--- config.mk ---
export PLATFORM = sky130hd
export DESIGN_NAME = corelet_seq
export DESIGN_NICKNAME = d
export VERILOG_FILES = /design/src/rtl/corelet_seq.sv
export SDC_FILE = /design/constraint.sdc
export NUM_CORES = 2
export LEC_CHECK = 0
export CAP_MARGIN = 20
export CORE_ASPECT_RATIO = 1.5
export CORE_MARGIN = 2
export CORE_UTILIZATION = 60
export CTS_CLUSTER_DIAMETER = 200
export DETAILED_ROUTE_END_ITERATION = 6
export DONT_BUFFER_PORTS = 1
export MAX_ROUTING_LAYER = met4
export PLACE_DENSITY = 0.76
export SETUP_SLACK_MARGIN = 0.05
export SYNTH_ARGS = -nofsm -noshare
export SYNTH_HDL_FRONTEND = slang
export SYNTH_SLANG_ARGS = --single-unit
--- constraint.sdc ---
create_clock -name clk -period 15.57 [get_ports clk]
set_input_delay 0 -clock clk [delete_from_list [all_inputs] [get_ports clk]]
set_output_delay 0 -clock clk [all_outputs]
set_load 0.02 [all_outputs]
--- src/rtl/corelet_seq.sv ---
// rtl/corelet_seq.sv - command-sequenced corelet: L0 FIFO, weight-stationary MAC, OFIFO and per-column SFP accumulators
module corelet_seq #(
    parameter int row     = 8,
    parameter int col     = 8,
    parameter int bw      = 4,
    parameter int psum_bw = 16,
    parameter int len_bw  = 8
) (
    input  logic                     clk,
    input  logic                     reset,
    input  logic                     cmd_valid,
    output logic                     cmd_ready,
    input  logic [1:0]               cmd_op,
    input  logic [len_bw-1:0]        cmd_len,
    input  logic                     cmd_acc,
    input  logic                     cmd_relu,
    input  logic [bw*row-1:0]        in_data,
    input  logic                     in_valid,
    output logic                     in_ready,
    output logic [psum_bw*col-1:0]   out_data,
    output logic                     out_valid,
    input  logic                     out_ready,
    output logic                     busy,
    output logic                     done
);
    localparam int l0_depth = (col < 2) ? 2 : col;
    localparam int l0_aw    = $clog2(l0_depth);
    localparam int of_depth = 4;
    localparam int of_aw    = 2;
    localparam int cnt_bw   = ((len_bw > 12) ? len_bw : 12) + 1;

    typedef enum logic [2:0] {
        S_IDLE, S_LDW_FILL, S_LDW_ISSUE, S_EXEC, S_DRAIN, S_RD_ACC, S_DONE
    } state_t;

    state_t state, state_nx;

    logic [len_bw-1:0]      len_q;
    logic                   acc_q, relu_q;
    logic [cnt_bw-1:0]      cnt_in, cnt_iss, cnt_pop;

    logic [bw*row-1:0]      l0_mem [l0_depth];
    logic [l0_aw-1:0]       l0_wp, l0_rp;
    logic [l0_aw:0]         l0_cnt;
    logic [psum_bw*col-1:0] of_mem [of_depth];
    logic [of_aw-1:0]       of_wp, of_rp;
    logic [of_aw:0]         of_cnt;

    logic [bw*row-1:0]      w_vec [col];
    logic [psum_bw-1:0]     acc [col];

    logic [bw*row-1:0]      l0_head;
    logic [psum_bw*col-1:0] of_head, mac_vec, rd_vec;
    logic                   l0_full, l0_empty, of_full, of_empty;
    logic                   l0_push, l0_pop, of_push, of_pop, cmd_accept;
    logic [psum_bw-1:0]     sum, a_ext, w_ext;

    assign l0_head    = l0_mem[l0_rp];
    assign of_head    = of_mem[of_rp];
    assign l0_full    = (l0_cnt == (l0_aw+1)'(l0_depth));
    assign l0_empty   = (l0_cnt == '0);
    assign of_full    = (of_cnt == (of_aw+1)'(of_depth));
    assign of_empty   = (of_cnt == '0);
    assign cmd_ready  = (state == S_IDLE);
    assign busy       = (state != S_IDLE);
    assign done       = (state == S_DONE);
    assign cmd_accept = cmd_valid && (state == S_IDLE);
    assign l0_push    = in_valid && in_ready;
    assign of_push    = l0_pop && (state == S_EXEC);

    always_comb begin
        in_ready = 1'b0;
        l0_pop   = 1'b0;
        of_pop   = 1'b0;
        case (state)
            S_LDW_FILL:  in_ready = !l0_full && (cnt_in < cnt_bw'(col));
            S_LDW_ISSUE: l0_pop   = (cnt_iss < cnt_bw'(col));
            S_EXEC: begin
                in_ready = !l0_full && (cnt_in < cnt_bw'(len_q));
                l0_pop   = !l0_empty && !of_full && (cnt_iss < cnt_bw'(len_q));
            end
            default: ;
        endcase
        if (state == S_EXEC || state == S_DRAIN)
            of_pop = !of_empty && (acc_q || out_ready);
    end

    // Activations are unsigned lanes, weights are signed; products wrap at psum_bw.
    always_comb begin
        mac_vec = '0;
        sum     = '0;
        a_ext   = '0;
        w_ext   = '0;
        for (int c = 0; c < col; c++) begin
            sum = '0;
            for (int r = 0; r < row; r++) begin
                a_ext = psum_bw'(l0_head[bw*r +: bw]);
                w_ext = {{(psum_bw-bw){w_vec[c][bw*r+bw-1]}}, w_vec[c][bw*r +: bw]};
                sum   = sum + a_ext * w_ext;
            end
            mac_vec[psum_bw*c +: psum_bw] = sum;
        end
    end

    always_comb begin
        rd_vec = '0;
        for (int c = 0; c < col; c++)
            rd_vec[psum_bw*c +: psum_bw] = (relu_q && acc[c][psum_bw-1]) ? '0 : acc[c];
    end

    always_comb begin
        out_valid = 1'b0;
        out_data  = '0;
        if ((state == S_EXEC || state == S_DRAIN) && !acc_q && !of_empty) begin
            out_valid = 1'b1;
            out_data  = of_head;
        end else if (state == S_RD_ACC) begin
            out_valid = 1'b1;
            out_data  = rd_vec;
        end
    end

    always_comb begin
        state_nx = state;
        case (state)
            S_IDLE: if (cmd_valid) begin
                case (cmd_op)
                    2'b01:   state_nx = S_LDW_FILL;
                    2'b10:   state_nx = (cmd_len == '0) ? S_DONE : S_EXEC;
                    2'b11:   state_nx = S_RD_ACC;
                    default: state_nx = S_DONE;
                endcase
            end
            S_LDW_FILL:  if (cnt_in == cnt_bw'(col)) state_nx = S_LDW_ISSUE;
            // col load cycles followed by row+col idle cycles for propagation
            S_LDW_ISSUE: if (cnt_iss == cnt_bw'(2*col + row - 1)) state_nx = S_DONE;
            S_EXEC:      if (cnt_iss == cnt_bw'(len_q)) state_nx = S_DRAIN;
            S_DRAIN:     if (cnt_pop == cnt_bw'(len_q)) state_nx = S_DONE;
            S_RD_ACC:    if (out_ready) state_nx = S_DONE;
            default:     state_nx = S_IDLE;
        endcase
    end

    always_ff @(posedge clk) begin
        if (l0_push) l0_mem[l0_wp] <= in_data;
        if (of_push) of_mem[of_wp] <= mac_vec;
    end

    always_ff @(posedge clk) begin
        if (reset) begin
            state   <= S_IDLE;
            len_q   <= '0;
            acc_q   <= 1'b0;
            relu_q  <= 1'b0;
            cnt_in  <= '0;
            cnt_iss <= '0;
            cnt_pop <= '0;
            l0_wp   <= '0;
            l0_rp   <= '0;
            l0_cnt  <= '0;
            of_wp   <= '0;
            of_rp   <= '0;
            of_cnt  <= '0;
            for (int c = 0; c < col; c++) begin
                w_vec[c] <= '0;
                acc[c]   <= '0;
            end
        end else begin
            state <= state_nx;
            if (cmd_accept) begin
                len_q   <= cmd_len;
                acc_q   <= cmd_acc;
                relu_q  <= cmd_relu;
                cnt_in  <= '0;
                cnt_iss <= '0;
                cnt_pop <= '0;
            end else begin
                if (l0_push) cnt_in <= cnt_in + 1'b1;
                if (state == S_LDW_ISSUE || of_push) cnt_iss <= cnt_iss + 1'b1;
                if (of_pop) cnt_pop <= cnt_pop + 1'b1;
            end
            if (l0_push) l0_wp <= (l0_wp == l0_aw'(l0_depth-1)) ? '0 : l0_wp + 1'b1;
            if (l0_pop)  l0_rp <= (l0_rp == l0_aw'(l0_depth-1)) ? '0 : l0_rp + 1'b1;
            if (l0_push && !l0_pop)      l0_cnt <= l0_cnt + 1'b1;
            else if (!l0_push && l0_pop) l0_cnt <= l0_cnt - 1'b1;
            if (of_push) of_wp <= of_wp + 1'b1;
            if (of_pop)  of_rp <= of_rp + 1'b1;
            if (of_push && !of_pop)      of_cnt <= of_cnt + 1'b1;
            else if (!of_push && of_pop) of_cnt <= of_cnt - 1'b1;
            for (int c = 0; c < col; c++) begin
                if (state == S_LDW_ISSUE && l0_pop && cnt_iss == cnt_bw'(c))
                    w_vec[c] <= l0_head;
                if (state == S_RD_ACC && out_ready)
                    acc[c] <= '0;
                else if (of_pop && acc_q)
                    acc[c] <= acc[c] + of_head[psum_bw*c +: psum_bw];
            end
        end
    end
endmodule

After elaboration in Yosys (flattened, before gate mapping)
Memories as Yosys holds them, arrays and structs flattened. A register that Yosys moved wholly into a read port is not among the register bits.
Index checks and enable logic that the tools add are counted.
{"block": "classes", "add_sub_neg": 75, "mul": 64, "magnitude_cmp": 4, "n_eq_ne": 30, "mux": 95, "bitwise": 24, "reduce_logical": 55}
{"op": "multiplier 5 x 4 -> 9 bit", "count": 64}
{"op": "2-to-1 mux 16 bit", "count": 24}
{"op": "2-to-1 mux 128 bit", "count": 2}
{"op": "2-to-1 mux 32 bit", "count": 8}
{"op": "adder 15 x 9 -> 16 bit", "count": 8}
{"op": "adder 16 bit", "count": 8}
{"op": "adder 14 x 9 -> 15 bit", "count": 8}
{"op": "adder 13 x 9 -> 14 bit", "count": 8}
{"op": "adder 12 x 9 -> 13 bit", "count": 8}
{"op": "adder 11 x 9 -> 12 bit", "count": 8}
{"op": "adder 10 x 9 -> 11 bit", "count": 8}
{"op": "adder 9 x 9 -> 10 bit", "count": 8}
{"op": "== test 13 x 3 -> 1 bit, second input constant", "count": 4}
{"op": "2-to-1 mux 1 bit", "count": 40}
{"op": "adder 13 x 1 -> 13 bit, second input constant", "count": 3}
{"op": "2-to-1 mux 3 bit", "count": 13}
{"op": "logical AND 1 bit", "count": 33}
{"op": "== test 13 x 2 -> 1 bit, second input constant", "count": 2}
{"op": "== test 13 x 8 -> 1 bit", "count": 2}
{"op": "< comparator 13 x 4 -> 1 bit, second input constant", "count": 2}
{"op": "< comparator 13 x 8 -> 1 bit", "count": 2}
{"op": "bitwise OR 1 bit", "count": 24}
{"op": "== test 3 bit, second input constant", "count": 6}
{"op": "one-hot mux 3 bit (6 select lines)", "count": 1}
{"op": "29 further kinds", "count": 53}
{"block": "word_totals", "register_bits": 69, "ram_bits": 1152, "wordCells": 364, "n_memories": 4}
{"memory": "of_mem", "depth": 4, "width": 128, "read_ports": 1, "rd_ports_with_merged_regs": 1, "wr": 1, "line_no": "45", "rtl": "logic [psum_bw*col-1:0] of_mem [of_depth];"}
{"memory": "l0_mem", "depth": 8, "width": 32, "read_ports": 1, "rd_ports_with_merged_regs": 1, "wr": 1, "line_no": "42", "rtl": "logic [bw*row-1:0] l0_mem [l0_depth];"}
{"memory": "w_vec", "depth": 8, "width": 32, "read_ports": 8, "rd_ports_with_merged_regs": 0, "wr": 8, "line_no": "49", "rtl": "logic [bw*row-1:0] w_vec [col];"}
{"memory": "acc", "depth": 8, "width": 16, "read_ports": 8, "rd_ports_with_merged_regs": 0, "wr": 8, "line_no": "50", "rtl": "logic [psum_bw-1:0] acc [col];"}

Longest topological paths before layout
{"block": "depth", "word_depth": 11, "ltp_mapped": 30, "depth_no_buf": 26}

Worst setup path before layout
OpenSTA, ideal clock, no wires.
{"block": "synth_timing", "path_kind": "flip-flop to flip-flop", "startpoint": "register (tool-made name)", "endpoint": "memory of_mem[0][30] in the netlist's numbering (data pin)", "setup_ns": 0.203, "arrival_ns": 7.883, "required_ns": 15.367, "slack_ns": 7.484, "path_stages_with_launch": 27, "synth_period_minus_slack_ns": 8.086, "path_cell_list": "dfxtp_1 -> buf_6 -> buf_6 -> buf_2 -> mux4_2 -> mux2i_1 -> clkbuf_1 -> nor2b_1 -> fa_1 -> inv_1 -> fa_1 -> fa_1 -> inv_1 -> fa_1 -> fa_1 -> inv_1 -> fa_1 -> fa_1 -> inv_1 -> fa_1 -> ha_1 -> a21oi_1 -> o21ai_0 -> o32ai_1 -> o21ai_0 -> and4b_1 -> nor3_1"}
{"element": "end, declared", "line_no": "45"}

==> impl_metrics.env <==
export IMPL_area_delta_synth_final_pct=7.51
export IMPL_worstPathRequired_ns=16.08
export IMPL_avgSynthCellArea_um2=11.9
export IMPL_slew_violations=0
export IMPL_clk_pin_slew_ns=0.07
export IMPL_final_layout_size_suffix_gt1_share_pct=6.74
export IMPL_grt_usage_pct=31.5
export IMPL_first_pass_iters=5
export IMPL_io_buffer_count=0
export IMPL_cp_end_kind="flop"
export IMPL_place_congestion=0.948
export IMPL_start_util_pct=60.4
export IMPL_syn_area_um2=101000
export IMPL_rows=184
export IMPL_fmax_mhz=101
export IMPL_rsz0062_at_grt="no"
export IMPL_grt_ovfl_total=0
export IMPL_met1_usage_pct=37.7
export IMPL_cts_sinks=1226
export IMPL_htreeDepth=3
export IMPL_fin_nets=10600
export IMPL_core_um2=168000
export IMPL_cts_root_buf="clkbuf_16"
export IMPL_ant_nets=0
export IMPL_synthDistinctLibCells=83
export IMPL_max_clock_path_buffers=3
export IMPL_ys_flop_type="edfxtp_1"
export IMPL_cts_setup_buffers=0
export IMPL_floorplan_die_area_um2=172000
export IMPL_setup_viol=0
export IMPL_cts_buffers=118
export IMPL_period_share_pct=63.6
export IMPL_synth_edf_count=1152
export IMPL_via_count=63400
export IMPL_antenna_found_initial=15
export IMPL_synthesis_nets=10600
export IMPL_drc=0
export IMPL_io_pins=182
export IMPL_syn_inst=8475
export IMPL_cp_top_family="adder cells"
export IMPL_crit_buf_inv=4
export IMPL_arrival_ns=10.42
export IMPL_fin_tns_setup_ns=0
export IMPL_routed_wl_um=256000
export IMPL_die_h_um=507
export IMPL_clkLatencyLatePin_ns=0.79
export IMPL_status="finished, final reports clean"
export IMPL_cp_slowest_cell="buf_4"
export IMPL_drt_wirelength_per_cell_um=23.6
export IMPL_max_slew_margin_pct=21.0
export IMPL_die_w_um=339
export IMPL_fin_worst_skew_ns=0.0434
export IMPL_top_usage_layer="met2"
export IMPL_drt_iter0_drc=5031
export IMPL_grt_max_degree=71
export IMPL_gr_usage_met3_pct=4.06
export IMPL_synth_seq_cells=1226
export IMPL_worstHoldPathType="input port to flop"
export IMPL_period_needed_ns=9.91
export IMPL_ys_warn_count=0
export IMPL_viasPerCell=5.84
export IMPL_grt_pass1_vias=68600
export IMPL_critPathMaxFanout=44
export IMPL_cp_cell_sequence="buf_4 -> mux4_2 -> mux2i_4 -> buf_4 -> and2_1 -> fa_1 -> fa_1 -> inv_1 -> fa_1 -> fa_1 -> fa_1 -> inv_1 -> fa_1 -> fa_1 -> fa_1 -> ha_1 -> o21a_1 -> a21oi_1 -> o21ai_0 -> a41o_1 -> o31ai_1 -> nor3_1 -> a311oi_1"
export IMPL_worst_pin_slew_ns=1.19
export IMPL_hold_viol=0
export IMPL_crit_path_frequent_cell="fa_1"
export IMPL_crit_path_max_incr_delay_ns=0.77
export IMPL_cts_resized=0
export IMPL_hpwl_um=187000
export IMPL_ys_seq_area_share_pct=35.6
export IMPL_gr_usage_met2_pct=51.9
export IMPL_grt_pass1_wl_um=396000
export IMPL_cts_hold_buf=74
export IMPL_ys_async_sr_fraction_pct=0
export IMPL_path_class="flop to flop"
export IMPL_cts_tree="yes"
export IMPL_cap_violations=0
export IMPL_start_kind="flop"
## cell usage after synthesis (all sizes together), types with 9 or more instances
| cell type | instances | share of area (%) |
|---|---|---|
| inv | 1703 | 6.3 |
| fa | 1232 | 24 |
| edfxtp | 1152 | 34 |
| ha | 852 | 11 |
| nor2b | 506 | 3.1 |
| nor2 | 497 | 1.8 |
| nand2 | 320 | 1.2 |
| and2 | 264 | 1.6 |
| clkbuf | 209 | 0.78 |
| a21oi | 202 | 1.0 |
| mux4 | 192 | 4.3 |
| nand2b | 190 | 1.2 |
| xnor2 | 146 | 1.3 |
| a22o | 128 | 1.1 |
| xor2 | 113 | 0.98 |
| o21ai | 99 | 0.49 |
| dfxtp | 74 | 1.5 |
| a21o | 64 | 0.47 |
| nor3 | 53 | 0.27 |
| buf | 50 | 0.26 |
| mux2i | 42 | 0.42 |
| nand3 | 41 | 0.20 |
| o21a | 35 | 0.26 |
| or2 | 29 | 0.18 |
| and3 | 26 | 0.16 |
| or3 | 23 | 0.14 |
| a211oi | 15 | 0.14 |
| a21boi | 15 | 0.12 |
| a31oi | 14 | 0.087 |
| nand4 | 14 | 0.087 |
| nor4 | 14 | 0.087 |
| o211ai | 13 | 0.096 |
| o21bai | 9 | 0.067 |
## layout make-up
| cell class | instances | area (um2) |
|---|---|---|
| well taps | 2232 | 2790 |
| clock buffers | 131 | 3040 |
| fillers | 12600 | 58800 |
| repair buffers | 170 | 1480 |
| multi-input cells | 5287 | 58100 |
| diodes | 13 | 32.5 |
| inverters | 1703 | 6390 |
| clock inverters | 86 | 878 |
| flip-flops and latches | 1226 | 36100 |
## kinds of logic (layout without fill, tap and decap cells)
logic type / Yosys count / after routing / synth area share, %
DFF: 1226 / 1226 / 35.6
AOI/OAI and AO/OA: 678 / 678 / 4.61
muxes: 241 / 241 / 4.77
and+or+nand+nor: 2018 / 2018 / 10.4
buffers and inverters: 1962 / 2090 / 7.35
xor gates and xnor gates: 259 / 259 / 2.24
adders and majority gates: 2091 / 2091 / 35.0
other: 0 / 13 / 0
## state kept, by name, indices dropped and copies added (netlist names), 4 cells and up, named ones only
name     count
l0_mem     256
w_vec      256
l0_cnt       4
cnt_pop     13
acc        128
len_q        8
cnt_iss     13
cnt_in      13
of_mem     512
## layer usage
metal	wire [um]	vias up	share of wire, %
met5	0	-	0
met4	15900	0	6.2
met2	128000	2511	50
met3	17900	660	7.0
li1	-	27600	-
met1	94500	32500	37
## path summary, 6_finish.rpt
| check | from | endpoint | slack [ns] | cells past startpoint |
|---|---|---|---|---|
| hold / removal | in_data[29] | l0_mem[3][29] | 0.05 | 1 |
| hold reg to reg | cnt_in[11] | cnt_in[11] | 0.47 | 1 |
| setup reg to reg | flop | of_mem[3][46] | 5.66 | 23 |
| setup / recovery | flop | of_mem[3][46] | 5.66 | 23 |
## through the flow
stage               cells  setup slack (ns)  utilization (%)  instance area (um2)  hold WS, ns
finish              10800              5.66             64.9               109000       0.0537
global route        10800              5.16             64.9               109000       0.0566
CTS                 10800              5.66             64.9               109000      0.00102
detailed placement  10500              5.70             62.1               104000       0.0916
global placement    10500              5.93             62.1               104000       0.0879
floorplan            8475              7.48                -               101000       0.0989
## placed cells by master, fill, tap and decap left out, drive strengths merged, types with 192 or more instances in the layout
cell type	count
a21oi	202
and2	264
edfxtp	1152
fa	1232
ha	852
inv	1720
mux4	192
nand2	320
nor2	497
nor2b	506
Power is not shown: default switching activity piles up to over one toggle a cycle in this logic, so the estimate is an artifact.
